[src/rtl/align_add_stage.sv]
// Signed-magnitude mantissa add/subtract on exponent-aligned HCORDIC operands,
// with a 2-entry skid buffer so the downstream normalise stage can stall.
module align_add_stage #(
    parameter int unsigned EXT_W  = 36,
    parameter int unsigned MANT_W = 27,
    parameter int unsigned TAG_W  = 8
) (
    input  logic                clock,
    input  logic                reset,
    input  logic                in_valid,
    output logic                in_ready,
    input  logic [1:0]          idle_in,
    input  logic [EXT_W-1:0]    cout_in,
    input  logic [EXT_W-1:0]    zout_in,
    input  logic [31:0]         sout_in,
    input  logic [1:0]          modeout_in,
    input  logic                operationout_in,
    input  logic                NatLogFlagout_in,
    input  logic [TAG_W-1:0]    InsTag_in,
    output logic                out_valid,
    input  logic                out_ready,
    output logic [1:0]          idle_out,
    output logic                sum_sign,
    output logic [7:0]          sum_exponent,
    output logic [MANT_W:0]     sum_mantissa,
    output logic [EXT_W-1:0]    cout_out,
    output logic [EXT_W-1:0]    zout_out,
    output logic [31:0]         sout_out,
    output logic [1:0]          modeout_out,
    output logic                operationout_out,
    output logic                NatLogFlagout_out,
    output logic [TAG_W-1:0]    InsTag_out
);

    localparam logic [1:0] PUT_IDLE = 2'b10;

    localparam logic [1:0] EMPTY = 2'd0;
    localparam logic [1:0] ONE   = 2'd1;
    localparam logic [1:0] FULL  = 2'd2;

    typedef struct packed {
        logic [1:0]       idle;
        logic             sign;
        logic [7:0]       exponent;
        logic [MANT_W:0]  mantissa;
        logic [EXT_W-1:0] c;
        logic [EXT_W-1:0] z;
        logic [31:0]      s;
        logic [1:0]       mode;
        logic             operation;
        logic             natlog;
        logic [TAG_W-1:0] tag;
    } entry_t;

    logic [1:0] count_q, count_d;
    entry_t     entry0_q, entry0_d;
    entry_t     entry1_q, entry1_d;
    entry_t     new_entry;

    logic              c_sign, z_sign;
    logic [MANT_W-1:0] cm, zm;
    logic              push, pop;

    assign c_sign = cout_in[EXT_W-1];
    assign z_sign = zout_in[EXT_W-1];
    assign cm     = cout_in[MANT_W-1:0];
    assign zm     = zout_in[MANT_W-1:0];

    always_comb begin
        new_entry           = '0;
        new_entry.idle      = idle_in;
        new_entry.c         = cout_in;
        new_entry.z         = zout_in;
        new_entry.s         = sout_in;
        new_entry.mode      = modeout_in;
        new_entry.operation = operationout_in;
        new_entry.natlog    = NatLogFlagout_in;
        new_entry.tag       = InsTag_in;
        new_entry.exponent  = cout_in[EXT_W-2:MANT_W];
        if (idle_in == PUT_IDLE) begin
            new_entry.exponent = zout_in[EXT_W-2:MANT_W];
        end else if (c_sign == z_sign) begin
            new_entry.mantissa = {1'b0, cm} + {1'b0, zm};
            new_entry.sign     = c_sign;
        end else if (cm > zm) begin
            new_entry.mantissa = {1'b0, cm - zm};
            new_entry.sign     = c_sign;
        end else if (zm > cm) begin
            new_entry.mantissa = {1'b0, zm - cm};
            new_entry.sign     = z_sign;
        end
        // exact cancellation falls through to +0
    end

    assign out_valid = (count_q != EMPTY);
    assign in_ready  = (count_q != FULL);
    assign push      = in_valid & in_ready;
    assign pop       = out_valid & out_ready;

    always_comb begin
        count_d  = count_q;
        entry0_d = entry0_q;
        entry1_d = entry1_q;
        case (count_q)
            EMPTY: begin
                if (push) begin
                    entry0_d = new_entry;
                    count_d  = ONE;
                end
            end
            ONE: begin
                if (push && pop) begin
                    entry0_d = new_entry;
                end else if (push) begin
                    entry1_d = new_entry;
                    count_d  = FULL;
                end else if (pop) begin
                    count_d = EMPTY;
                end
            end
            FULL: begin
                if (pop) begin
                    entry0_d = entry1_q;
                    count_d  = ONE;
                end
            end
            default: count_d = EMPTY;
        endcase
    end

    always_ff @(posedge clock) begin
        if (reset) begin
            count_q  <= EMPTY;
            entry0_q <= '0;
            entry1_q <= '0;
        end else begin
            count_q  <= count_d;
            entry0_q <= entry0_d;
            entry1_q <= entry1_d;
        end
    end

    assign idle_out          = entry0_q.idle;
    assign sum_sign          = entry0_q.sign;
    assign sum_exponent      = entry0_q.exponent;
    assign sum_mantissa      = entry0_q.mantissa;
    assign cout_out          = entry0_q.c;
    assign zout_out          = entry0_q.z;
    assign sout_out          = entry0_q.s;
    assign modeout_out       = entry0_q.mode;
    assign operationout_out  = entry0_q.operation;
    assign NatLogFlagout_out = entry0_q.natlog;
    assign InsTag_out        = entry0_q.tag;

endmodule

[config.mk]
export PLATFORM = sky130hd
export DESIGN_NAME = align_add_stage
export DESIGN_NICKNAME = d
export VERILOG_FILES = /design/src/rtl/align_add_stage.sv
export SDC_FILE = /design/constraint.sdc
export NUM_CORES = 1
export LEC_CHECK = 0
export CORE_MARGIN = 2
export CORE_UTILIZATION = 25
export DETAILED_ROUTE_END_ITERATION = 8
export MAX_ROUTING_LAYER = met4
export PLACE_DENSITY_LB_ADDON = 0.25
export SETUP_SLACK_MARGIN = 0.2
export SYNTH_ARGS = -nofsm -noshare
export SYNTH_HDL_FRONTEND = slang
export SYNTH_SLANG_ARGS = --single-unit
[constraint.sdc]
create_clock -name clock -period 7.3 [get_ports clock]
set_input_delay 2.19 -clock clock [delete_from_list [all_inputs] [get_ports clock]]
set_output_delay 2.19 -clock clock [all_outputs]
set_load 0.05 [all_outputs]
==> flow_summary.json <==
{
  "drtAntennaViolNets": 0,
  "synthTopCellsByArea": "dfxtp_1, nand2_1, a21oi_1, a311oi_1, ha_1",
  "ys_async_sr_fraction_pct": 0,
  "fmax_ghz": 0.165,
  "worst_pin_slew_ns": 1.05,
  "holdBufCountCts": 0,
  "criticalPathCategory": "input port to register",
  "power.leakage_nw": 8.19,
  "grtUsageMet2_pct": 29.8,
  "p_clk_share_pct": 37.7,
  "cts_htree_levels": 2,
  "clock-sinks": 312,
  "synth_top_cell_area_share_pct": 36.8,
  "antenna_found_initial": 2,
  "initial_utilization_pct": 25.3,
  "fin_setup_tns_ns": 0,
  "hold_end": "sum_exponent[3]",
  "netlist_area_um2": 17000,
  "finClkSkew_ns": 0.0247,
  "dr.pass1.iters": 5,
  "rsz0062_at_grt": "no",
  "worstPathMaxFanout": 13,
  "clockRootBuffer": "clkbuf_16",
  "synthToLayoutAreaGrowth_pct": 28.6,
  "synth_top_cell_by_area": "dfxtp_1",
  "drv_cap": 0,
  "path_clk_slew_ns": 0.06,
  "ios": 279,
  "grt_busiest_layer": "met2",
  "synth.distinct_cells": 81,
  "wl_per_cell_um": 20.3,
  "use_met1_pct": 27.0,
  "numPortBuffers": 278,
  "hold_class": "register to register",
  "r2r_start": "count_q[1]",
  "drt-total-wl_um": 68200,
  "post-route-drc-count": 0,
  "worstHoldPathCells": 2,
  "p_int_mw": 3.45,
  "drive_above_1_share_pct": 5.51,
  "finalSetupViolations": 0,
  "yosysSeqAreaShare_pct": 36.8,
  "slew_headroom_pct": 30.3,
  "status": "completed",
  "min_from": "sum_exponent[3]",
  "grtUsageTotal_pct": 19.6,
  "ys_seq_elements": 312,
  "maxSlewViolCount": 0,
  "vias_per_cell": 5.13,
  "post_cts_buffers": 0,
  "nets": 2664,
  "gr-total-overflow": 0,
  "clk_latency_ns": 0.59,
  "r2r-end": "sum_mantissa[1]",
  "yosysWarningCount": 0,
  "seqPwrFrac_pct": 35.4,
  "die_w_um": 265,
  "dieArea_um2": 70000,
  "syn_area_per_cell_um2": 7.43,
  "globalplace.congestion": 0.914,
  "powerDensity_nw_per_um2": 242,
  "cts_made_buffers": 41,
  "synth.net_count": 2490,
  "finalHoldViolations": 0,
  "grt_pass1_wl_um": 104000,
  "combinationalPowerShare_pct": 26.8,
  "max-clock-path-buffers": 3,
  "via_count": 17200,
  "grtUsageMet3_pct": 3.42,
  "cp_data_required_time_ns": 7.81,
  "yosys_most_used_dff": "dfxtp_1",
  "power_mw": 5.29,
  "fp.dieH_um": 265,
  "placement_rows": 95,
  "cp-end-kind": "register",
  "grt_start_max_net_pins": 173,
  "cts_tree": "built",
  "reg2reg_depth": 6,
  "start_kind": "input port",
  "synthCells": 2284,
  "grt_pass1_vias": 16500,
  "core-area_um2": 67200,
  "ir_worst_vdd_v": 0.000148,
  "postCtsResizedCells": 0,
  "layout_worst_path_cycle_share_pct": 83.2,
  "rrSetupSlack_ns": 4.16,
  "most-common-layout-cells": "nand2_1, dfxtp_1, clkdlybuf4s50_1",
  "switchingPower_mw": 1.84,
  "drt_first_iter_violations": 1259,
  "arrival_ns": 6.58,
  "layout_commonest_cell": "nand2_1",
  "min_period_ns": 6.07,
  "p_sw_share_pct": 34.8,
  "dp.final_hpwl_um": 48000,
  "synth_edf_count": 0
}
==> Yosys cell counts (7+ instances only) <==
| library cell | instances |
|---|---|
| inv_1 | 94 |
| o21a_1 | 7 |
| nor2_1 | 251 |
| ha_1 | 81 |
| mux2i_1 | 10 |
| a22oi_1 | 14 |
| o22ai_1 | 12 |
| a21oi_1 | 233 |
| a211oi_1 | 22 |
| a221oi_2 | 8 |
| nor2b_1 | 13 |
| clkbuf_1 | 153 |
| nor4_1 | 7 |
| dfxtp_1 | 312 |
| nand3_1 | 13 |
| o21ai_0 | 47 |
| nand2b_1 | 9 |
| o21ai_1 | 7 |
| nand4_1 | 14 |
| nor3_1 | 30 |
| xnor2_1 | 18 |
| nand2_1 | 569 |
| a311oi_1 | 122 |
| a221oi_1 | 20 |
| o211ai_1 | 20 |
| o21bai_1 | 14 |
| a31oi_1 | 12 |
| buf_2 | 14 |
| o31ai_1 | 10 |
| a21o_1 | 19 |
==> worst max-delay path by stage <==
stage / from / end / slack (ns)
3_3_place_gp: cout_in[24] / sum_mantissa[2] / 0.80
4_1_cts: cout_in[23] / sum_mantissa[2] / 1.41
2_1_floorplan: cout_in[20] / sum_mantissa[22] / 2.34
3_5_place_dp: cout_in[22] / sum_mantissa[2] / 0.76
5_1_grt: cout_in[23] / sum_mantissa[2] / 1.06
6_report: cout_in[23] / sum_mantissa[2] / 1.23
==> per-layer routing <==
metal	share of wire [%]	routed length [um]	vias to the layer above
met5	0	0	-
met4	2.0	1360	0
met3	6.3	4280	93
met2	44	30000	556
met1	48	32600	8279
li1	-	-	8313
==> through the flow <==
step	hold WS, ns	setup slack (ns)	std cells	instance area [um2]	util (%)
2_1_floorplan	0.432	2.34	2284	17000	-
3_5_place_dp	0.445	0.760	3288	20500	30.5
3_3_place_gp	0.440	0.795	3288	20500	30.5
5_1_grt	0.468	1.06	3362	21800	32.5
4_1_cts	0.449	1.41	3360	21800	32.5
6_report	0.449	1.23	3362	21800	32.5
==> worst max-delay path, stage by stage <==
cell	delay, ns
clkdlybuf4s50_1	0.69
inv_1	0.09
ha_1	0.62
nand2_1	0.21
nor3_1	0.29
and3_1	0.30
a21boi_1	0.21
o211ai_1	0.26
or2_0	0.48
o221a_1	0.31
o31ai_1	0.53
a221oi_1	0.18
nor3_1	0.20
==> cell families after synthesis <==
| group | count (synthesis) | synth area share, % |
|---|---|---|
| flip-flops | 312 | 36.8 |
| AO/OA/AOI/OAI | 635 | 25.9 |
| adder cells (fa/ha/maj) | 84 | 6.32 |
| XOR/XNOR | 23 | 1.19 |
| buffers and inverters | 274 | 6.38 |
| AND/OR/NAND/NOR | 946 | 22.9 |
| multiplexers | 10 | 0.589 |
==> power by group through the flow <==
| stage | clock [mW] | combinational [mW] | sequential [mW] |
|---|---|---|---|
| after floorplan | 0 | 0.611 | 2.18 |
| after global placement | 0 | 1.41 | 1.91 |
| after detailed placement | 0 | 1.42 | 1.91 |
| after CTS | 2.08 | 1.42 | 1.88 |
| after global routing | 2.14 | 1.52 | 1.89 |
| final | 2.00 | 1.42 | 1.88 |
==> cell type report <==
class,instances,area (um2)
multi-input cells,1698,9730
clock inverters,10,126
inverters,95,359
fillers,7018,45300
flip-flops and latches,312,6250
diodes,2,5.00
clock buffers,62,1190
repair buffers,310,3080
well taps,873,1090
==> registers in the layout (all words and copies together) (netlist names) <==
register / cells
sum_mantissa: 28
sout_out: 32
zout_out: 36
idle_out: 2
sum_sign: 1
NatLogFlagout_out: 1
entry1_q: 155
operationout_out: 1
modeout_out: 2
cout_out: 36
InsTag_out: 8
count_q: 2
sum_exponent: 8
(Power assumes the default switching activity.)
